$ cat config.mk
export PLATFORM = sky130hd
export DESIGN_NAME = ustaw_czas_ctrl
export DESIGN_NICKNAME = d
export VERILOG_FILES = /design/src/rtl/ustaw_czas_ctrl_pkg.sv /design/src/rtl/ustaw_czas_ctrl_bcd_inc_mod.sv /design/src/rtl/ustaw_czas_ctrl.sv
export SDC_FILE = /design/constraint.sdc
export NUM_CORES = 1
export LEC_CHECK = 0
export BUFFER_PORTS_ARGS = -buffer_cell sky130_fd_sc_hd__buf_2
export CORE_MARGIN = 5
export CORE_UTILIZATION = 52
export DETAILED_ROUTE_END_ITERATION = 10
export HOLD_SLACK_MARGIN = 0.08
export PLACE_DENSITY = 0.84
export SYNTH_ARGS = -nofsm -noshare
export SYNTH_HDL_FRONTEND = slang
export SYNTH_SLANG_ARGS = --single-unit
$ cat constraint.sdc
create_clock -name clk_i -period 4.6 [get_ports clk_i]
set_input_delay 0.69 -clock clk_i [delete_from_list [all_inputs] [get_ports clk_i]]
set_output_delay 0.69 -clock clk_i [all_outputs]
set_load 0.03 [all_outputs]
$ cat src/rtl/ustaw_czas_ctrl_pkg.sv
// Shared definitions for the time-setting controller: FSM states, digit-select
// encoding and the BCD wrap limits for hours and minutes.
package ustaw_czas_ctrl_pkg;

    typedef enum logic [1:0] {
        RUN     = 2'd0,
        SET_HR  = 2'd1,
        SET_MIN = 2'd2,
        LOAD    = 2'd3
    } state_t;

    localparam logic [1:0] SEL_HR2  = 2'b00;
    localparam logic [1:0] SEL_HR1  = 2'b01;
    localparam logic [1:0] SEL_MIN2 = 2'b10;
    localparam logic [1:0] SEL_MIN1 = 2'b11;

    localparam logic [7:0] HR_LIMIT  = 8'h23;
    localparam logic [7:0] MIN_LIMIT = 8'h59;

endpackage

$ cat src/rtl/ustaw_czas_ctrl_bcd_inc_mod.sv
// Two-digit BCD incrementer that wraps to 00 once the value reaches LIMIT.
module bcd_inc_mod #(
    parameter logic [7:0] LIMIT = 8'h59
) (
    input  logic [3:0] tens,
    input  logic [3:0] units,
    output logic [3:0] tens_next,
    output logic [3:0] units_next
);

    // Digit ordering makes a plain byte compare valid for BCD; anything at or
    // above the limit (including odd values copied in from outside) wraps.
    always_comb begin
        tens_next  = tens;
        units_next = units;
        if ({tens, units} >= LIMIT) begin
            tens_next  = 4'd0;
            units_next = 4'd0;
        end else if (units >= 4'd9) begin
            tens_next  = tens + 4'd1;
            units_next = 4'd0;
        end else begin
            units_next = units + 4'd1;
        end
    end

endmodule

$ cat src/rtl/ustaw_czas_ctrl.sv
// Clock time-setting controller: mode/inc button FSM, display refresh scan and
// optional edit-digit blinking (enabled by the USTAW_CZAS_BLINK_EN macro).
module ustaw_czas_ctrl
    import ustaw_czas_ctrl_pkg::*;
#(
    parameter int REFRESH_DIV = 100000,
    parameter int BLINK_DIV   = 250
) (
    input  logic       clk_i,
    input  logic       rst_i,
    input  logic       btn_mode_i,
    input  logic       btn_inc_i,
    input  logic [3:0] live_hr2_i,
    input  logic [3:0] live_hr1_i,
    input  logic [3:0] live_min2_i,
    input  logic [3:0] live_min1_i,
    output logic [3:0] hr2_o,
    output logic [3:0] hr1_o,
    output logic [3:0] min2_o,
    output logic [3:0] min1_o,
    output logic [1:0] odswiezanie_o,
    output logic       blank_o,
    output logic       load_o
);

    localparam int RW = $clog2(REFRESH_DIV);
    localparam logic [RW-1:0] REF_LAST = RW'(REFRESH_DIV - 1);

    state_t     state, state_next;
    logic       mode_prev, inc_prev;
    logic       mode_press, inc_press, inc_accept;
    logic [3:0] edit_hr2, edit_hr1, edit_min2, edit_min1;
    logic [3:0] hr2_inc, hr1_inc, min2_inc, min1_inc;
    logic [RW-1:0] ref_cnt;
    logic [1:0] sel;
    logic       ref_tc;

    assign mode_press = btn_mode_i & ~mode_prev;
    assign inc_press  = btn_inc_i & ~inc_prev;
    assign inc_accept = inc_press & ~mode_press & ((state == SET_HR) | (state == SET_MIN));
    assign ref_tc     = (ref_cnt == REF_LAST);

    bcd_inc_mod #(.LIMIT(HR_LIMIT)) u_hr_inc (
        .tens(edit_hr2), .units(edit_hr1), .tens_next(hr2_inc), .units_next(hr1_inc)
    );

    bcd_inc_mod #(.LIMIT(MIN_LIMIT)) u_min_inc (
        .tens(edit_min2), .units(edit_min1), .tens_next(min2_inc), .units_next(min1_inc)
    );

    // State, button history and refresh scan registers.
    always_ff @(posedge clk_i) begin
        if (rst_i) begin
            state     <= RUN;
            mode_prev <= 1'b1;
            inc_prev  <= 1'b1;
            ref_cnt   <= '0;
            sel       <= SEL_HR2;
        end else begin
            state     <= state_next;
            mode_prev <= btn_mode_i;
            inc_prev  <= btn_inc_i;
            if (ref_tc) begin
                ref_cnt <= '0;
                sel     <= sel + 2'd1;
            end else begin
                ref_cnt <= ref_cnt + RW'(1);
            end
        end
    end

    // Next-state logic; a mode press always takes precedence over inc.
    always_comb begin
        state_next = state;
        case (state)
            RUN:     if (mode_press) state_next = SET_HR;
            SET_HR:  if (mode_press) state_next = SET_MIN;
            SET_MIN: if (mode_press) state_next = LOAD;
            LOAD:    state_next = RUN;
            default: state_next = RUN;
        endcase
    end

    // Edit registers: snapshot on entry to editing, BCD increment on accepted inc.
    always_ff @(posedge clk_i) begin
        if (rst_i) begin
            edit_hr2  <= 4'd0;
            edit_hr1  <= 4'd0;
            edit_min2 <= 4'd0;
            edit_min1 <= 4'd0;
        end else if (state == RUN && mode_press) begin
            edit_hr2  <= live_hr2_i;
            edit_hr1  <= live_hr1_i;
            edit_min2 <= live_min2_i;
            edit_min1 <= live_min1_i;
        end else if (inc_accept && state == SET_HR) begin
            edit_hr2 <= hr2_inc;
            edit_hr1 <= hr1_inc;
        end else if (inc_accept && state == SET_MIN) begin
            edit_min2 <= min2_inc;
            edit_min1 <= min1_inc;
        end else begin
            edit_hr2  <= edit_hr2;
            edit_hr1  <= edit_hr1;
            edit_min2 <= edit_min2;
            edit_min1 <= edit_min1;
        end
    end

    // In RUN the display follows the live clock without a register stage.
    always_comb begin
        if (state == RUN) begin
            hr2_o  = live_hr2_i;
            hr1_o  = live_hr1_i;
            min2_o = live_min2_i;
            min1_o = live_min1_i;
        end else begin
            hr2_o  = edit_hr2;
            hr1_o  = edit_hr1;
            min2_o = edit_min2;
            min1_o = edit_min1;
        end
    end

    assign load_o        = (state == LOAD);
    assign odswiezanie_o = sel;

`ifdef USTAW_CZAS_BLINK_EN
    localparam int BW = (BLINK_DIV > 1) ? $clog2(BLINK_DIV) : 1;
    localparam logic [BW-1:0] BLINK_LAST = BW'(BLINK_DIV - 1);

    logic [BW-1:0] blink_cnt;
    logic          blink_phase;
    logic          blink_clr;

    assign blink_clr = inc_accept |
                       ((state_next != state) & ((state_next == SET_HR) | (state_next == SET_MIN)));

    // Blink phase advances on refresh wraps; restarts visible on edits.
    always_ff @(posedge clk_i) begin
        if (rst_i || blink_clr) begin
            blink_cnt   <= '0;
            blink_phase <= 1'b0;
        end else if (ref_tc) begin
            if (blink_cnt == BLINK_LAST) begin
                blink_cnt   <= '0;
                blink_phase <= ~blink_phase;
            end else begin
                blink_cnt <= blink_cnt + BW'(1);
            end
        end else begin
            blink_cnt   <= blink_cnt;
            blink_phase <= blink_phase;
        end
    end

    // Blank only the field under edit, and only in the hidden phase.
    always_comb begin
        if (blink_phase && state == SET_HR && !sel[1]) begin
            blank_o = 1'b1;
        end else if (blink_phase && state == SET_MIN && sel[1]) begin
            blank_o = 1'b1;
        end else begin
            blank_o = 1'b0;
        end
    end
`else
    assign blank_o = 1'b0;
`endif

endmodule
==> metrics.md <==
| Metric | Value |
|---|---|
| Run status | completed |
| Iteration-0 DRC count of the detailed router | 98 |
| Actual transition at the worst max-transition pin | 0.950 ns |
| Routed via count divided by cell count | 5.81 |
| All-Layer GR Usage | 16.7% |
| Top post-synthesis cells by area | dfxtp_1, ha_1, mux2_2 |
| Type of the most critical hold path | flip-flop to flip-flop |
| Synthesis Warnings | 0 |
| Share of the synthesized area in the top cell type | 33.6% |
| Static leakage | 1.03 nW |
| Count of H-tree levels built during CTS | 2 |
| Normalized max-slew margin | 36.7% |
| Number of detailed-route iterations in the first pass | 4 |
| Slowest stage delay, CP | 0.85 ns |
| Maximum clock frequency | 0.363 GHz |
| Per-instance average area after synthesis | 8.44 sq um |
| Syn Inst Count | 275 |
| Post-route DRC violation count | 0 |
| Final setup fails | 0 |
| Number of top-level pins | 40 |
| Post-route minimum period | 2.75 ns |
| Buf+Inv Stages, Crit Path | 2 |
| RSZ-0062 raised after global routing | no |
| Most common cell type on the critical path | a31oi_1 |
| Mapped Nets | 310 |
| Number of antenna violations at the first check in global routing | 0 |
| Maximum vdd drop | 0.187 mV |
| Final clock skew | 0.00939 ns |
| Final cycle utilization of the critical path | 59.9% |
| Power per Cell Area | 295 nW/um^2 |
| Overall die width | 76.8 microns |
| Quantity of gates resized following cts | 0 |
| Total global routing overflow | 0 |
| CP top delay family | simple AND/OR/NAND/NOR gates |
| Final wirelength | 4.82 mm |
| First-pass GRT wire length | 8.38 mm |
| Vias | 2,075 |
| EDFF count, synth | 0 |
| Worst setup slack before clock tree synthesis | 1.89 ns |
| Cell Chain, Critical Path | inv_1 > ha_1 > buf_4 > and3b_1 > a31oi_1 > or4_1 > a31oi_1 |
| Count of inserted antenna diode cells | 0 |
| Worst setup slack after layout | 1.85 ns |
| Most common flop cell mapped by yosys | dfxtp_1 |
| Nets@finish | 340 |
| Post-route core utilization | 59.5% |
| Final ANT Viol Nets | 0 |
| Hold Fails Final Rpt | 0 |
| Insertion delay to the later sink of the worst-skew pair | 0.29 ns |
| Synth top cells by count | dfxtp_1, nor2_1, nand2_1, a21oi_1, ha_1 |
| TritonCTS clock tree | done |
| Cell Area, Synth | 2320 sq um |
| Data arrival time at the worst-slack endpoint | 2.97 ns |
| Reg-to-reg slack, setup | 1.85 ns |
| Vias in the first global route | 1,911 |
| Longest Clk Path Bufs | 2 |
| Max-cap viol count | 0 |
| Routed wire length per instance | 13.5 microns |
| Biggest area consumer among synthesized cells | dfxtp_1 |
| Input/output buffers | 38 |
| Starting density of the core | 53.3% |
| Proportion of synthesized chip area in sequential cells | 33.6% |
| Post-synth ARST share | 0% |
| Top fanout value on the critical path | 28 |
| Clock-pin slew on the worst setup and hold paths | 0.08 ns |
| TritonCTS Sinks | 39 |
| Crit path kind | flip-flop to flip-flop |
| CORE AREA | 4350 sq um |
| Netlist cell types | 54 |
| Post-CTS setup buffer count | 0 |
| Required time reported for the critical path endpoint | 4.82 ns |
| Num rows | 24 |
| Area enclosed by the die boundary | 5900 sq um |
| Buffer type at the clock tree root | clkbuf_8 |
| Slowest-stage cell, CP | and3b_1 |
| Routability congestion estimate | 0.852 |
| Layout cells sized above 1 | 20.0% |
| Endpoint kind of the worst setup timing path | flip-flop |
| Number of buffers inserted during clock tree synthesis | 5 |
| Die Height | 76.8 microns |
| Count leader, synth | dfxtp_1 |
| Synthesis-to-finish area growth | 11.7% |
| Number of hold-repair buffers added at the cts stage | 0 |
| Yosys reg bits | 39 |
| Setup TNS | 0 ns |
| Post-detailed-placement half-perimeter wirelength | 3.51 mm |
| Count of final max-slew check failures | 0 |
| Critical path startpoint category | flip-flop |
| Maximum number of pins on one net before global-route repair | 29 |
## worst paths after layout
check,startpoint,end,cells past startpoint
hold reg to reg,ref_cnt[0],ref_cnt[0],1
hold / removal,ref_cnt[0],ref_cnt[0],1
setup / recovery,state[1],edit_min1[3],7
setup reg to reg,state[1],edit_min1[3],7
## area by class of cell
class,instances,area (sq um)
fillers,378,1760
multi-input cells,208,1400
flip-flops and latches,39,781
repair buffers,39,198
clock buffers,6,72.6
well taps,52,65.1
inverters,12,45.0
clock inverters,1,30.0
## registers in the layout, summed over array words and instances, names as in the netlist, 2 cells and up
register and cells:
edit_hr1 4, edit_hr2 4, edit_min1 4, edit_min2 4
odswiezanie_o 2, ref_cnt 17, state 2
## routing by layer
metal	routed length (microns)	vias to the layer above	share of wire (%)	GRT usage (%)
met1	2170	962	45	20.4
met4	102	0	2.1	6.29
li1	-	1050	-	-
met5	0	-	0	0
met2	2260	50	47	27.5
met3	287	13	6.0	4.92
## worst reg2reg max path, delay by kind of cell, from the launching register on
kind	cells	cell delay [ns]
and+or+nand+nor	2	1.39
DFF	1	0.34
adders and majority gates	1	0.15
AOI/OAI and AO/OA	2	0.43
buffers and inverters	2	0.38
## kinds of logic after synthesis
family	share of synthesized area, %
AND/OR/NAND/NOR	24.8
AO/OA/AOI/OAI	17.6
flip-flops	33.6
buffers and inverters	5.98
adder cells (fa/ha/maj)	8.09
XOR/XNOR	4.53
multiplexers	5.23
other	0.162
## report_power, final
group | switching (mW) | total (mW) | leakage [nW] | internal [mW]
clock | 0.114 | 0.273 | 0.0513 | 0.159
combinational | 0.0821 | 0.131 | 0.664 | 0.0491
sequential | 0.0124 | 0.361 | 0.317 | 0.348
total | 0.208 | 0.765 | 1.03 | 0.556
## cells in the final DEF, fill, tap and decap left out, types with 5 or more instances in the layout
cell type   n
buf_2      38
xor2_1      7
inv_1      12
nor2_1     26
clkbuf_8    5
o21ai_0    12
a21oi_1    15
nand2_1    21
dfxtp_1    39
xnor2_1     5
nand4_1     9
nor2b_1     5
nand3_1    14
a211oi_1    6
mux2_2      9
ha_1       15
a22oi_1     6
## per-stage QoR
stage	hold slack, ns	cell area, sq um	std cells	power [mW]
6_report	0.475	2590	357	0.765
5_1_grt	0.512	2590	357	0.801
4_1_cts	0.475	2590	357	0.772
3_5_place_dp	0.457	2490	350	0.499
3_3_place_gp	0.446	2490	350	0.496
2_1_floorplan	0.430	2320	275	0.465
Note: power is estimated with default switching activity, not from simulation.
